**config.mk**
```make
export PLATFORM = sky130hd
export DESIGN_NAME = keypad_responder
export DESIGN_NICKNAME = d
export VERILOG_FILES = /design/src/rtl/keypad_pkg.sv /design/src/rtl/keypad_col_sync.sv /design/src/rtl/keypad_responder.sv
export SDC_FILE = /design/constraint.sdc
export NUM_CORES = 1
export LEC_CHECK = 0
export BUFFER_PORTS_ARGS = -buffer_cell sky130_fd_sc_hd__buf_4
export CORE_MARGIN = 10
export CORE_UTILIZATION = 41
export CTS_CLUSTER_DIAMETER = 120
export DETAILED_ROUTE_END_ITERATION = 10
export PLACE_DENSITY_LB_ADDON = 0.12
export SYNTH_ARGS = -nofsm -noshare
export SYNTH_HDL_FRONTEND = slang
export SYNTH_SLANG_ARGS = --single-unit
```
**constraint.sdc**
```tcl
create_clock -name clock -period 2.95 [get_ports clock]
set_clock_uncertainty 0.1 [all_clocks]
set_input_delay 0 -clock clock [delete_from_list [all_inputs] [get_ports clock]]
set_output_delay 0 -clock clock [all_outputs]
set_load 0.005 [all_outputs]
```
**src/rtl/keypad_pkg.sv**
```systemverilog
// keypad_pkg -- shared definitions for the keypad responder.
//   state_e   : responder FSM states
//   key_pos_t : (row, col) position of a key on the 4x4 matrix
//   KEY_MAP   : hex key code -> packed {row, col}
//   ROW_IDLE  : row value with no key closed (all returns high)
package keypad_pkg;

    typedef enum logic [2:0] {
        ST_IDLE,
        ST_BOUNCE_IN,
        ST_PRESS,
        ST_BOUNCE_OUT,
        ST_RELEASE
    } state_e;

    typedef struct packed {
        logic [1:0] r;
        logic [1:0] c;
    } key_pos_t;

    localparam logic [3:0] ROW_IDLE = 4'b1111;

    // Indexed by key code; each entry is {row[1:0], col[1:0]}.
    // Layout: row0 = 1 2 3 A, row1 = 4 5 6 B, row2 = 7 8 9 C, row3 = 0 F E D.
    localparam logic [15:0][3:0] KEY_MAP = {
        4'hD,  // F -> (3,1)
        4'hE,  // E -> (3,2)
        4'hF,  // D -> (3,3)
        4'hB,  // C -> (2,3)
        4'h7,  // B -> (1,3)
        4'h3,  // A -> (0,3)
        4'hA,  // 9 -> (2,2)
        4'h9,  // 8 -> (2,1)
        4'h8,  // 7 -> (2,0)
        4'h6,  // 6 -> (1,2)
        4'h5,  // 5 -> (1,1)
        4'h4,  // 4 -> (1,0)
        4'h2,  // 3 -> (0,2)
        4'h1,  // 2 -> (0,1)
        4'h0,  // 1 -> (0,0)
        4'hC   // 0 -> (3,0)
    };

    function automatic key_pos_t key_pos(input logic [3:0] code);
        return key_pos_t'(KEY_MAP[code]);
    endfunction

endpackage

```
**src/rtl/keypad_col_sync.sv**
```systemverilog
// keypad_col_sync -- 2-flop synchronizer for the scanner's column strobes.
//   clock   : system clock
//   reset_n : async active-low reset, flops reset to ROW_IDLE (all high)
//   async_i : column strobes from the scanner, asynchronous to clock
//   sync_o  : synchronized column strobes
module keypad_col_sync
    import keypad_pkg::*;
(
    input  logic       clock,
    input  logic       reset_n,
    input  logic [3:0] async_i,
    output logic [3:0] sync_o
);

    logic [3:0] meta_q;
    logic [3:0] sync_q;

    always_ff @(posedge clock or negedge reset_n) begin
        if (!reset_n) begin
            meta_q <= ROW_IDLE;
            sync_q <= ROW_IDLE;
        end else begin
            meta_q <= async_i;
            sync_q <= meta_q;
        end
    end

    assign sync_o = sync_q;

endmodule

```
**src/rtl/keypad_responder.sv**
```systemverilog
// keypad_responder -- emulates a 4x4 hex keypad towards a row/column scanner.
// A requested key is closed for HOLD_CYCLES, then released and held open for
// GAP_CYCLES before the next request is accepted.
//   clock, reset_n  : system clock, async active-low reset
//   col             : active-low column strobes (async), synchronized internally
//   row             : active-low row returns, registered
//   key_valid/code  : press request and hex key to press
//   key_ready, busy : ready only in IDLE; busy is its complement
//   press_count     : completed presses, modulo 256
// Build option: define KEYPAD_BOUNCE_EN to add contact bounce (8 toggles every
// BOUNCE_PERIOD cycles) on press and release. Hold/gap timing is unaffected.
module keypad_responder
    import keypad_pkg::*;
#(
    parameter int unsigned HOLD_CYCLES   = 50000,
    parameter int unsigned GAP_CYCLES    = 50000,
    parameter int unsigned BOUNCE_PERIOD = 64
) (
    input  logic       clock,
    input  logic       reset_n,
    input  logic [3:0] col,
    output logic [3:0] row,
    input  logic       key_valid,
    input  logic [3:0] key_code,
    output logic       key_ready,
    output logic       busy,
    output logic [7:0] press_count
);

    if (BOUNCE_PERIOD == 0) begin : g_bad_bounce_period
        $error("BOUNCE_PERIOD must be non-zero");
    end

    state_e      state_q, state_d;
    logic [31:0] cnt_q, cnt_d;
    logic [7:0]  count_q, count_d;
    logic [3:0]  code_q, code_d;
    logic [3:0]  row_q, row_d;
    logic [3:0]  col_s;
    logic        closed_d;
    key_pos_t    pos;

`ifdef KEYPAD_BOUNCE_EN
    logic [31:0] bcnt_q, bcnt_d;
    logic [2:0]  bphase_q, bphase_d;
`endif

    keypad_col_sync u_col_sync (
        .clock   (clock),
        .reset_n (reset_n),
        .async_i (col),
        .sync_o  (col_s)
    );

    always_comb begin
        state_d = state_q;
        cnt_d   = cnt_q;
        count_d = count_q;
        code_d  = code_q;
`ifdef KEYPAD_BOUNCE_EN
        bcnt_d   = bcnt_q;
        bphase_d = bphase_q;
`endif
        case (state_q)
            ST_IDLE: begin
                if (key_valid) begin
                    code_d = key_code;
                    cnt_d  = '0;
`ifdef KEYPAD_BOUNCE_EN
                    state_d = ST_BOUNCE_IN;
`else
                    state_d = ST_PRESS;
`endif
                end
            end
            ST_PRESS: begin
                if (cnt_q == HOLD_CYCLES - 1) begin
                    cnt_d   = '0;
                    count_d = count_q + 8'd1;
`ifdef KEYPAD_BOUNCE_EN
                    state_d = ST_BOUNCE_OUT;
`else
                    state_d = ST_RELEASE;
`endif
                end else begin
                    cnt_d = cnt_q + 32'd1;
                end
            end
            ST_RELEASE: begin
                if (cnt_q == GAP_CYCLES - 1) begin
                    cnt_d   = '0;
                    state_d = ST_IDLE;
                end else begin
                    cnt_d = cnt_q + 32'd1;
                end
            end
`ifdef KEYPAD_BOUNCE_EN
            // Eight phases of BOUNCE_PERIOD cycles; the phase LSB selects the
            // contact. The phase counter wraps to 0 on the way out.
            ST_BOUNCE_IN, ST_BOUNCE_OUT: begin
                if (bcnt_q == BOUNCE_PERIOD - 1) begin
                    bcnt_d   = '0;
                    bphase_d = bphase_q + 3'd1;
                    if (bphase_q == 3'd7) begin
                        state_d = (state_q == ST_BOUNCE_IN) ? ST_PRESS : ST_RELEASE;
                    end
                end else begin
                    bcnt_d = bcnt_q + 32'd1;
                end
            end
`endif
            default: state_d = ST_IDLE;
        endcase
    end

    // Contact state is taken from the next state so the registered row lines
    // up with the FSM state rather than lagging it by a cycle.
    always_comb begin
        closed_d = 1'b0;
        case (state_d)
            ST_PRESS:      closed_d = 1'b1;
`ifdef KEYPAD_BOUNCE_EN
            ST_BOUNCE_IN:  closed_d = ~bphase_d[0];
            ST_BOUNCE_OUT: closed_d = bphase_d[0];
`endif
            default:       closed_d = 1'b0;
        endcase
    end

    // Only the captured key's row can drop, and only while its own column is
    // strobed; other low columns have no effect.
    always_comb begin
        pos   = key_pos(code_d);
        row_d = ROW_IDLE;
        if (closed_d && !col_s[pos.c]) begin
            row_d[pos.r] = 1'b0;
        end
    end

    always_ff @(posedge clock or negedge reset_n) begin
        if (!reset_n) begin
            state_q <= ST_IDLE;
            cnt_q   <= '0;
            count_q <= '0;
            code_q  <= '0;
            row_q   <= ROW_IDLE;
        end else begin
            state_q <= state_d;
            cnt_q   <= cnt_d;
            count_q <= count_d;
            code_q  <= code_d;
            row_q   <= row_d;
        end
    end

`ifdef KEYPAD_BOUNCE_EN
    always_ff @(posedge clock or negedge reset_n) begin
        if (!reset_n) begin
            bcnt_q   <= '0;
            bphase_q <= '0;
        end else begin
            bcnt_q   <= bcnt_d;
            bphase_q <= bphase_d;
        end
    end
`endif

    assign row         = row_q;
    assign key_ready   = (state_q == ST_IDLE);
    assign busy        = ~key_ready;
    assign press_count = count_q;

endmodule
```
Word-level counts from Yosys, hierarchy flattened
Memory sizes are Yosys's and may differ from the RTL's. Cells that the tools add are included.

Logic and storage cells: 45. Output and inout bits: 14. Memory bits (read-only): 64. Input port bits: 11. Memories: 1. Bits in registers: 59.

Equality and inequality tests: 5. Muxes and demuxes: 16. Reduce and logical (&&, ||, !) cells: 8. $add $sub $neg: 2. $lt $le $gt $ge: 4. Bitwise logic cells: 2.

Memories: (no name shown) (words 16, bits a word 4, rd ports 1, clocked after memory_dff 0, write ports 0, RTL line keypad_pkg.sv:45) `return key_pos_t'(KEY_MAP[code]);`.

Operators by type and width (number): 32-bit two-way mux (2); 32-bit case mux with 2 select lines (1); 32-bit by 1-bit adder with 32-bit output, second input constant (1); 32-bit by 16-bit == test with 1-bit output, second input constant (1); 4-bit two-way mux (4); 3-bit two-way mux (3); 3-bit case mux with 3 select lines (1); 8-bit by 1-bit adder with 8-bit output, second input constant (1); 3-bit by 2-bit == test with 1-bit output, second input constant (2); 2-bit by 3-bit < comparator with 1-bit output, second input constant (2); 4-bit by 5-bit < comparator with 1-bit output, second input constant (1); 4-bit inverter (1); 2-bit AND reduction (2); 3-bit == test, second input constant (1); 3-bit zero test (1); 1-bit two-way mux (3); 1-bit binary-select mux with 2-bit select (1); 1-bit demux with 2-bit select (1); 2-bit by 1-bit greater-or-equal comparator with 1-bit output, second input constant (1); 1-bit logical AND (2); 2-bit != test, second input constant (1); 2-bit nonzero test (1); 2-bit OR reduction (1); 1-bit zero test (1); 1-bit inverter (1).

Logic depth before layout (Yosys ltp)
Gate-level depths: netlist of the first run.

Depth after elaboration: 10. Gate-level depth with buffers: 8. Mapped depth without buffers: 6.

Cells and area by module
Synthesis of the first run repeated with hierarchy kept, for this count alone.

Cells, all modules: 338. Area, all modules: 3180.6 um^2.

By module, submodules not included: keypad_responder (sequential area each 1281.2 um^2, instances 1, cells an instance 330, area an instance 2970.3 um^2); keypad_col_sync (sequential area each 210.2 um^2, instances 1, cells an instance 8, area an instance 210.2 um^2).

Worst setup path before layout of the first run
OpenSTA, ideal clock, no wires.

Kind: reg2reg. Start point: reg cnt_q[21]. End point: reg count_q[1] (netlist: press_count[1]). Path slack: 604 ps. Setup time: 125 ps. Data required time: 2725 ps. Stages on the path, launching flop included: 5. Path buffers: 0. Clock period less this slack: 2346 ps. Arrival time: 2121 ps. Cells stage by stage: dfrtp_1 -> or4_1 -> or4_4 -> nor3_4 -> mux2_2.

Word-level cells in the longest chain between the ends: 2.

RTL lines: start: declaration (RTL line keypad_responder.sv:35) `logic [31:0] cnt_q, cnt_d;`; start signal: assignment (RTL line keypad_responder.sv:149) `cnt_q <= cnt_d;`; 32-bit by 16-bit == test with 1-bit output (RTL line keypad_responder.sv:77) `if (cnt_q == HOLD_CYCLES - 1) begin`; 2-bit AND reduction (no line); end signal: assignment (RTL line keypad_responder.sv:150) `count_q <= count_d;`; end: declaration (RTL line keypad_responder.sv:36) `logic [7:0] count_q, count_d;`.

Every way passes these cells. A chain may end at the register's enable or synchronous reset.

Worst setup path after layout of the first run
Start point: reg cnt_q[21]. End point: reg cnt_q[20].

Word-level cells in the longest chain between the ends: 3.

RTL lines: 32-bit by 16-bit == test with 1-bit output (RTL line keypad_responder.sv:77, keypad_responder.sv:90); 32-bit two-way mux (RTL line keypad_responder.sv:77, keypad_responder.sv:90); 32-bit case mux with 2 select lines (RTL line keypad_responder.sv:64) `case (state_q)`.

Every way passes these cells.

==> flow_summary.html, run 1 <==
<table>
<tr><th>Metric</th><th>Value</th></tr>
<tr><th colspan="2">Drt</th></tr>
<tr><td>Average via count per standard cell</td><td>5.23</td></tr>
<tr><td>Total wirelength of the detailed-routed design</td><td>6.68 mm</td></tr>
<tr><td>Residual DRC</td><td>0</td></tr>
<tr><td>Starting DRT DRC Count</td><td>109</td></tr>
<tr><td>Remaining antenna violation count</td><td>0</td></tr>
<tr><td>Number of optimization iterations in the first detailed-route pass</td><td>4</td></tr>
<tr><td>Number of vias in the routed layout</td><td>2461</td></tr>
<tr><td>Final routed wire length divided by cell count</td><td>14.2 um</td></tr>
<tr><th colspan="2">Floorplanning</th></tr>
<tr><td>Std cell rows</td><td>32</td></tr>
<tr><td>I/O Pins</td><td>25</td></tr>
<tr><td>Floorplan die area</td><td>0.0117 sq mm</td></tr>
<tr><td>Initial standard-cell utilization of the core</td><td>0.417</td></tr>
<tr><td>Chip Height</td><td>108 um</td></tr>
<tr><td>Core region area</td><td>0.00761 sq mm</td></tr>
<tr><td>Chip width</td><td>108 um</td></tr>
<tr><th colspan="2">Critical path</th></tr>
<tr><td>Max FO, Critical Path</td><td>20</td></tr>
<tr><td>Register-to-register setup slack</td><td>0.38 ns</td></tr>
<tr><td>R2r endpoint</td><td>cnt_q[20]$_DFFE_PN0P_</td></tr>
<tr><td>Worst path arrival time</td><td>2.68 ns</td></tr>
<tr><td>Required time of the critical path</td><td>3.06 ns</td></tr>
<tr><td>Path depth of the worst reg2reg path</td><td>6</td></tr>
<tr><td>Crit end category</td><td>register</td></tr>
<tr><td>Class of the most critical setup path</td><td>register to register</td></tr>
<tr><td>Critical path capture point</td><td>cnt_q[20]$_DFFE_PN0P_</td></tr>
<tr><td>Startpoint class of the critical path</td><td>register</td></tr>
<tr><td>Critical Path Source</td><td>cnt_q[21]$_DFFE_PN0P_</td></tr>
<tr><td>Crit Reg-Reg Startpoint</td><td>cnt_q[21]$_DFFE_PN0P_</td></tr>
<tr><th colspan="2">STA</th></tr>
<tr><td>Worst slew margin</td><td>0.511</td></tr>
<tr><td>Max Clock Freq</td><td>389 MHz</td></tr>
<tr><td>Setup-failing EPs final</td><td>0</td></tr>
<tr><td>Final total negative setup slack</td><td>0 ns</td></tr>
<tr><td>Final worst path period share</td><td>0.871</td></tr>
<tr><td>Number of hold-slack violations in the final timing report</td><td>0</td></tr>
<tr><td>Worst-margin pin slew</td><td>0.733 ns</td></tr>
<tr><td>Unrepaired setup endpoints after global routing</td><td>no</td></tr>
<tr><td>Final max-slew violation count</td><td>0</td></tr>
<tr><td>Final critical-path required period</td><td>2.57 ns</td></tr>
<tr><th colspan="2">Synthesis</th></tr>
<tr><td>Post-Synthesis Cell Area</td><td>0.00317 sq mm</td></tr>
<tr><td>Synth async-reset ratio</td><td>1.00</td></tr>
<tr><td>Average size of a mapped cell</td><td>9.55 sq um</td></tr>
<tr><td>Most used flip-flop cell after synthesis</td><td>sky130_fd_sc_hd__dfrtp_1</td></tr>
<tr><td>Number of synthesized flops with an enable pin</td><td>0</td></tr>
<tr><td>Unique masters post-synth</td><td>50</td></tr>
<tr><td>Number of cells produced by synthesis</td><td>332</td></tr>
<tr><td>Synthesized flop and latch total</td><td>59</td></tr>
<tr><td>Synthesis warning total</td><td>0</td></tr>
<tr><td>Nets in the synthesized netlist</td><td>345</td></tr>
<tr><td>Sequential share of the synthesized area</td><td>0.470</td></tr>
<tr><th colspan="2">GRT</th></tr>
<tr><td>Global Route Usage Sum</td><td>0.126</td></tr>
<tr><td>GR Util met1</td><td>0.153</td></tr>
<tr><td>Routing layer with the top usage in global route</td><td>met2</td></tr>
<tr><td>GRT Residual Overflow</td><td>0</td></tr>
<tr><td>Largest net degree at the start of global routing</td><td>60</td></tr>
<tr><td>Global-route wire length before repair</td><td>11.8 mm</td></tr>
<tr><td>Vias in the first global route</td><td>2477</td></tr>
<tr><td>M2 GR Usage</td><td>0.206</td></tr>
<tr><td>Met3 Track Usage GR</td><td>0.0321</td></tr>
<tr><td>Antenna violations before repair</td><td>0</td></tr>
<tr><th colspan="2">Clocking</th></tr>
<tr><td>Gates resized, CTS repair</td><td>0</td></tr>
<tr><td>Clock transition at path regs</td><td>0.07 ns</td></tr>
<tr><td>Clock Root Buffer</td><td>sky130_fd_sc_hd__clkbuf_8</td></tr>
<tr><td>Maximum clock insertion buffer count</td><td>2</td></tr>
<tr><td>Clock net sink count</td><td>59</td></tr>
<tr><td>Deepest level of the CTS H-tree</td><td>3</td></tr>
<tr><td>Clock insertion delay at the later pin of the skew report</td><td>0.33 ns</td></tr>
<tr><td>Total clock buffers created by CTS</td><td>9</td></tr>
<tr><td>Clock tree from TritonCTS</td><td>done</td></tr>
<tr><th colspan="2">Final layout</th></tr>
<tr><td>Area growth from synthesis to layout</td><td>17.6%</td></tr>
<tr><td>Area of the multi-input gates</td><td>0.00155 sq mm</td></tr>
<tr><td>Highest-count cells in the layout ignoring fill and taps</td><td>47 x sky130_fd_sc_hd__dfrtp_1, 35 x sky130_fd_sc_hd__nor2_1, 30 x sky130_fd_sc_hd__buf_4</td></tr>
<tr><td>ANT cells</td><td>0</td></tr>
<tr><td>Layout net count</td><td>377</td></tr>
<tr><td>Combined flip-flop and latch cell area</td><td>0.00149 sq mm</td></tr>
<tr><td>Most common library cell in the layout ignoring fill and taps</td><td>sky130_fd_sc_hd__dfrtp_1</td></tr>
<tr><td>Layout cell share with drive strength beyond 1</td><td>0.192</td></tr>
<tr><td>Fill cell count</td><td>759</td></tr>
<tr><th colspan="2">Place</th></tr>
<tr><td>Final Wtd Congestion</td><td>0.807</td></tr>
<tr><td>Detail Placement HPWL</td><td>4.63 mm</td></tr>
<tr><td>IO Port Bufs</td><td>24</td></tr>
<tr><th colspan="2">Run status</th></tr>
<tr><td>Status</td><td>finished clean</td></tr>
<tr><th colspan="2">Pwr</th></tr>
<tr><td>Post-route total power</td><td>0.00188 W</td></tr>
<tr><td>Worst VDD drop</td><td>0.229 mV</td></tr>
<tr><td>Total leakage power</td><td>1.57 nW</td></tr>
<tr><td>Pwr dens</td><td>504 mW/mm^2</td></tr>
<tr><th colspan="2">Hold path</th></tr>
<tr><td>Classification of the worst-slack hold path</td><td>input pin to register</td></tr>
<tr><th colspan="2">Job</th></tr>
<tr><td>Max cap viols</td><td>0</td></tr>
</table>
## metrics by stage
stage                     instance area, sq um  setup WS, ns  utilization  hold WS (ns)  cells
after floorplan                           3170         0.604            -        -0.396    332
after global placement                    3430         0.467        0.451       0.00809    446
after detailed placement                  3430         0.388        0.451       0.00958    446
after CTS                                 3730         0.367        0.490         0.115    471
after global routing                      3730         0.230        0.490         0.161    471
final                                     3730         0.381        0.490         0.126    471
## cells in the mapped netlist, drive strengths merged (5+ instances only)
cell	count	area share
a21oi	12	0.020
buf	5	0.014
clkbuf	13	0.015
dfrtp	47	0.37
dfstp	12	0.099
inv	10	0.012
nand2	28	0.033
nand3	16	0.025
nand4	12	0.024
nor2	35	0.041
nor3	15	0.027
nor4	10	0.020
o21ai	12	0.020
or3	9	0.018
or4	6	0.015
xnor2	28	0.077
xor2	9	0.025
## what timing repair did
action	CTS	global route
hold buffers	9	0
hold endpoints to repair	55	0
buffers inserted	0	0
## critical path, stage by stage, from the launching register on
cell	delay (ns)
sky130_fd_sc_hd__dfrtp_1	0.42
sky130_fd_sc_hd__or4_1	0.53
sky130_fd_sc_hd__or4_4	0.61
sky130_fd_sc_hd__o21ai_2	0.27
sky130_fd_sc_hd__and2_1	0.19
sky130_fd_sc_hd__buf_4	0.25
sky130_fd_sc_hd__nor2_1	0.08
## worst min-delay path by stage
stage                                                 to      start  cells after the start
after detailed placement  u_col_sync.meta_q[2]$_DFF_PN1_     col[2]                      1
final                                code_q[1]$_DFF_PN0_  key_valid                      5
after global placement    u_col_sync.meta_q[1]$_DFF_PN1_     col[1]                      1
after floorplan                     cnt_q[0]$_DFFE_PN0P_    reset_n                      0
after CTS                            code_q[1]$_DFF_PN0_  key_valid                      5
after global routing                 code_q[1]$_DFF_PN0_  key_valid                      5
## power breakdown
part | internal [W] | switching [W]
combinational | 0.000109 | 0.000125
sequential | 0.000849 | 0.0000514
clock | 0.000428 | 0.000316
total | 0.00139 | 0.000492
## cell families (layout without fill, tap and decap cells)
family                     Yosys count  after routing  synth area share
AOI/OAI and AO/OA                   38             38            0.0777
xor gates and xnor gates            37             37             0.102
adders and majority gates            2              2           0.00789
buffers and inverters               28             65            0.0410
DFF                                 59             59             0.470
muxes                                7              7            0.0237
other                                1              1           0.00118
and+or+nand+nor                    160            160             0.276
## per-layer routing
| metal | part of all wire | vias to the layer above |
|---|---|---|
| met5 | 0 | - |
| met4 | 0.015 | 0 |
| met3 | 0.038 | 10 |
| met2 | 0.48 | 42 |
| met1 | 0.47 | 1176 |
| li1 | - | 1233 |
## cell type report
| type | count | share of cell area |
|---|---|---|
| Inverter | 10 | 0.0101 |
| Sequential cell | 59 | 0.400 |
| Multi-Input combinational cell | 245 | 0.415 |
| Tap cell | 102 | 0.0342 |
| Clock inverter | 3 | 0.00436 |
| Clock buffer | 13 | 0.0513 |
| Timing Repair Buffer | 39 | 0.0846 |
## flip-flops by register name, indices dropped and copies added, names as in the netlist
register and count:
state_q 3, row 4, press_count 8, u_col_sync.sync_o 4, u_col_sync.meta_q 4, cnt_q 32
code_q 4
(Power assumes the default switching activity.)
==> run 2: changes to the inputs <==
--- a/config.mk
+++ b/config.mk
@@ -5,11 +5,11 @@
 export SDC_FILE = /design/constraint.sdc
 export NUM_CORES = 1
 export LEC_CHECK = 0
-export BUFFER_PORTS_ARGS = -buffer_cell sky130_fd_sc_hd__buf_4
 export CORE_MARGIN = 10
 export CORE_UTILIZATION = 41
 export CTS_CLUSTER_DIAMETER = 120
 export DETAILED_ROUTE_END_ITERATION = 10
+export DONT_BUFFER_PORTS = 1
 export PLACE_DENSITY_LB_ADDON = 0.12
 export SYNTH_ARGS = -nofsm -noshare
 export SYNTH_HDL_FRONTEND = slang
==> run 2 against run 1 <==
Effect of this change:
- setup slack better by 0.058 ns
- sequential power about the same
- die area unchanged
- maximum frequency up 2.3%
- routed wire length up 1.3%
- first-iteration DRC count down 24%
- count of clock-buffer cells in the layout down 4
- via count down 2.4%
- combinational power down 8.5%
- utilization down 2.0 points
- sequential share of layout area up 1.7 points
- register-to-register slack better by 0.06 ns
- critical path type unchanged
- highest routed layer unchanged
==> flow_summary.html, run 2 (synthesized netlist as in run 1, its figures left out) <==
<table>
<tr><th>Metric</th><th>Value</th></tr>
<tr><th colspan="2">Run status</th></tr>
<tr><td>Status</td><td>finished clean (unchanged)</td></tr>
<tr><th colspan="2">Floorplanning</th></tr>
<tr><td>Floorplan die area</td><td>0.0117 sq mm (unchanged)</td></tr>
<tr><td>Core region area</td><td>0.00761 sq mm (unchanged)</td></tr>
<tr><td>I/O Pins</td><td>25 (unchanged)</td></tr>
<tr><td>Std cell rows</td><td>32 (unchanged)</td></tr>
<tr><td>Chip Height</td><td>108 um (unchanged)</td></tr>
<tr><td>Chip width</td><td>108 um (unchanged)</td></tr>
<tr><td>Initial standard-cell utilization of the core</td><td>0.417 (unchanged)</td></tr>
<tr><th colspan="2">Hold path</th></tr>
<tr><td>Classification of the worst-slack hold path</td><td>input pin to register (unchanged)</td></tr>
<tr><th colspan="2">Drt</th></tr>
<tr><td>Remaining antenna violation count</td><td>0 (unchanged)</td></tr>
<tr><td>Number of optimization iterations in the first detailed-route pass</td><td>4 (unchanged)</td></tr>
<tr><td>Residual DRC</td><td>0 (unchanged)</td></tr>
<tr><td>Final routed wire length divided by cell count</td><td>15.1 um (was 14.2 um)</td></tr>
<tr><td>Number of vias in the routed layout</td><td>2403 (was 2461)</td></tr>
<tr><td>Total wirelength of the detailed-routed design</td><td>6.76 mm (was 6.68 mm)</td></tr>
<tr><td>Starting DRT DRC Count</td><td>83 (was 109)</td></tr>
<tr><td>Average via count per standard cell</td><td>5.35 (was 5.23)</td></tr>
<tr><th colspan="2">STA</th></tr>
<tr><td>Final max-slew violation count</td><td>0 (unchanged)</td></tr>
<tr><td>Setup-failing EPs final</td><td>0 (unchanged)</td></tr>
<tr><td>Number of hold-slack violations in the final timing report</td><td>0 (unchanged)</td></tr>
<tr><td>Final worst path period share</td><td>0.851 (was 0.871)</td></tr>
<tr><td>Unrepaired setup endpoints after global routing</td><td>no (unchanged)</td></tr>
<tr><td>Worst setup slack after layout</td><td>0.439 ns (was 0.381 ns)</td></tr>
<tr><td>Final total negative setup slack</td><td>0 ns (unchanged)</td></tr>
<tr><td>Final critical-path required period</td><td>2.51 ns (was 2.57 ns)</td></tr>
<tr><td>Max Clock Freq</td><td>398 MHz (was 389 MHz)</td></tr>
<tr><td>Final Hold Slack</td><td>0.0238 ns (was 0.126 ns)</td></tr>
<tr><th colspan="2">Clocking</th></tr>
<tr><td>Total clock buffers created by CTS</td><td>9 (unchanged)</td></tr>
<tr><td>Clock transition at path regs</td><td>0.08 ns (was 0.07 ns)</td></tr>
<tr><td>Maximum clock insertion buffer count</td><td>2 (unchanged)</td></tr>
<tr><td>Gates resized, CTS repair</td><td>0 (unchanged)</td></tr>
<tr><td>Deepest level of the CTS H-tree</td><td>3 (unchanged)</td></tr>
<tr><td>Clock insertion delay at the later pin of the skew report</td><td>0.35 ns (was 0.33 ns)</td></tr>
<tr><td>Post-CTS setup-driven buffer insertion count</td><td>0 (unchanged)</td></tr>
<tr><td>Clock Root Buffer</td><td>sky130_fd_sc_hd__clkbuf_8 (unchanged)</td></tr>
<tr><td>Clock tree from TritonCTS</td><td>done (unchanged)</td></tr>
<tr><td>Clock net sink count</td><td>59 (unchanged)</td></tr>
<tr><th colspan="2">Pwr</th></tr>
<tr><td>Pwr dens</td><td>520 mW/mm^2 (was 504 mW/mm^2)</td></tr>
<tr><td>Worst VDD drop</td><td>0.192 mV (was 0.229 mV)</td></tr>
<tr><td>Total leakage power</td><td>1.46 nW (was 1.57 nW)</td></tr>
<tr><th colspan="2">Place</th></tr>
<tr><td>Detail Placement HPWL</td><td>4.64 mm (was 4.63 mm)</td></tr>
<tr><td>Instance area at placement</td><td>0.00325 sq mm (was 0.00343 sq mm)</td></tr>
<tr><td>Final Wtd Congestion</td><td>0.775 (was 0.807)</td></tr>
<tr><td>Worst-case setup slack after placement</td><td>0.458 ns (was 0.388 ns)</td></tr>
<tr><td>IO Port Bufs</td><td>0 (was 24)</td></tr>
<tr><th colspan="2">Final layout</th></tr>
<tr><td>Top register by number of flip-flops</td><td>cnt_q (unchanged)</td></tr>
<tr><td>Number of flip-flops under the largest register name</td><td>32 (unchanged)</td></tr>
<tr><td>Highest-count cells in the layout ignoring fill and taps</td><td>47 x sky130_fd_sc_hd__dfrtp_1, 35 x sky130_fd_sc_hd__nor2_1, 28 x sky130_fd_sc_hd__nand2_1, 28 x sky130_fd_sc_hd__xnor2_1, 16 x sky130_fd_sc_hd__nand3_1 (was 47 x sky130_fd_sc_hd__dfrtp_1, 35 x sky130_fd_sc_hd__nor2_1, 30 x sky130_fd_sc_hd__buf_4)</td></tr>
<tr><td>Post-Layout Inst Area</td><td>0.00358 sq mm (was 0.00373 sq mm)</td></tr>
<tr><td>ANT cells</td><td>0 (unchanged)</td></tr>
<tr><td>Layout net count</td><td>355 (was 377)</td></tr>
<tr><td>Layout cell share with drive strength beyond 1</td><td>0.141 (was 0.192)</td></tr>
<tr><td>Most common library cell in the layout ignoring fill and taps</td><td>sky130_fd_sc_hd__dfrtp_1 (unchanged)</td></tr>
<tr><td>Final standard cell utilization of the core</td><td>0.471 (was 0.490)</td></tr>
<tr><td>Area growth from synthesis to layout</td><td>12.9% (was 17.6%)</td></tr>
<tr><th colspan="2">GRT</th></tr>
<tr><td>Vias in the first global route</td><td>2361 (was 2477)</td></tr>
<tr><td>Largest net degree at the start of global routing</td><td>60 (unchanged)</td></tr>
<tr><td>Global Route Usage Sum</td><td>0.125 (was 0.126)</td></tr>
<tr><td>Antenna violations before repair</td><td>0 (unchanged)</td></tr>
<tr><td>Global-route wire length before repair</td><td>11.6 mm (was 11.8 mm)</td></tr>
<tr><td>GRT Residual Overflow</td><td>0 (unchanged)</td></tr>
<tr><th colspan="2">Job</th></tr>
<tr><td>Max cap viols</td><td>0 (unchanged)</td></tr>
<tr><th colspan="2">Critical path</th></tr>
<tr><td>Cell type of the slowest stage on the worst timing path</td><td>sky130_fd_sc_hd__or4_1 (was sky130_fd_sc_hd__or4_4)</td></tr>
<tr><td>Maximum cell stage delay along the critical path</td><td>0.66 ns (was 0.61 ns)</td></tr>
<tr><td>Ordered cell list for the critical path</td><td>ha_1 &gt; nand4_1 &gt; buf_4 &gt; or4_1 &gt; nor4_1 &gt; xnor2_1 &gt; nor2_1 (was or4_1 &gt; or4_4 &gt; o21ai_2 &gt; and2_1 &gt; buf_4 &gt; nor2_1)</td></tr>
<tr><td>Max FO, Critical Path</td><td>6 (was 20)</td></tr>
<tr><td>Startpoint class of the critical path</td><td>register (unchanged)</td></tr>
<tr><td>Worst path arrival time</td><td>2.64 ns (was 2.68 ns)</td></tr>
<tr><td>Crit end category</td><td>register (unchanged)</td></tr>
<tr><td>Cell class contributing the biggest share of worst-path delay</td><td>simple AND/OR/NAND/NOR gates (unchanged)</td></tr>
<tr><td>Required time of the critical path</td><td>3.08 ns (was 3.06 ns)</td></tr>
<tr><td>Class of the most critical setup path</td><td>register to register (unchanged)</td></tr>
<tr><td>Buffers and inverters on the worst path</td><td>1 (unchanged)</td></tr>
</table>
==> run 2: worst paths after layout <==
| kind | startpoint | end | slack [ns] | cells after the start |
|---|---|---|---|---|
| max in group asynchronous | reset_n | u_col_sync.meta_q[1]$_DFF_PN1_ | 2.37 | 2 |
| hold reg to reg | u_col_sync.meta_q[3]$_DFF_PN1_ | u_col_sync.sync_o[3]$_DFF_PN1_ | 0.26 | 0 |
| hold / removal | key_code[1] | row[2]$_DFF_PN1_ | 0.02 | 4 |
| setup reg to reg | cnt_q[0]$_DFFE_PN0P_ | cnt_q[30]$_DFFE_PN0P_ | 0.44 | 7 |
| min in group asynchronous | reset_n | press_count[6]$_DFFE_PN0P_ | 0.07 | 2 |
| setup / recovery | cnt_q[0]$_DFFE_PN0P_ | cnt_q[30]$_DFFE_PN0P_ | 0.44 | 7 |
==> run 2: routing by layer <==
metal  vias to the layer above  global-route usage  wire length [um]
met5                         -                   0                 0
met4                         0              0.0649               189
met3                        15              0.0262               284
met2                        46               0.195              3130
met1                      1154               0.160              3160
li1                       1188                   -                 -
==> run 2: cell type report <==
type	count	area [sq um]
fill	733	4030
multi-input combinational	245	1550
sequential	59	1490
timing repair buffer	17	173
tap	102	128
clock buffer	9	124
clock inverter	7	77.6
inverter	10	37.5
==> run 2: what timing repair did <==
action | 4_1_cts | 5_1_grt
hold buffers | 11 | 0
endpoints found under the hold margin | 71 | 0
endpoints found under the setup margin | 0 | 0
==> run 2: power by group <==
part           switching [W]  internal [W]
logic               0.000117     0.0000969
registers          0.0000516      0.000849
clock network       0.000351      0.000395
==> run 2: stage by stage <==
step / cells / power [W]
2_1_floorplan: 332 / 0.00107
3_3_place_gp: 422 / 0.00110
3_5_place_dp: 422 / 0.00110
4_1_cts: 449 / 0.00189
5_1_grt: 449 / 0.00196
6_report: 449 / 0.00186
==> run 2: tightest hold or removal path: stages <==
cell                       delay (ns)
sky130_fd_sc_hd__o211ai_1        0.07
sky130_fd_sc_hd__a32oi_1         0.17
sky130_fd_sc_hd__a311oi_1        0.10
sky130_fd_sc_hd__nand4_1         0.09
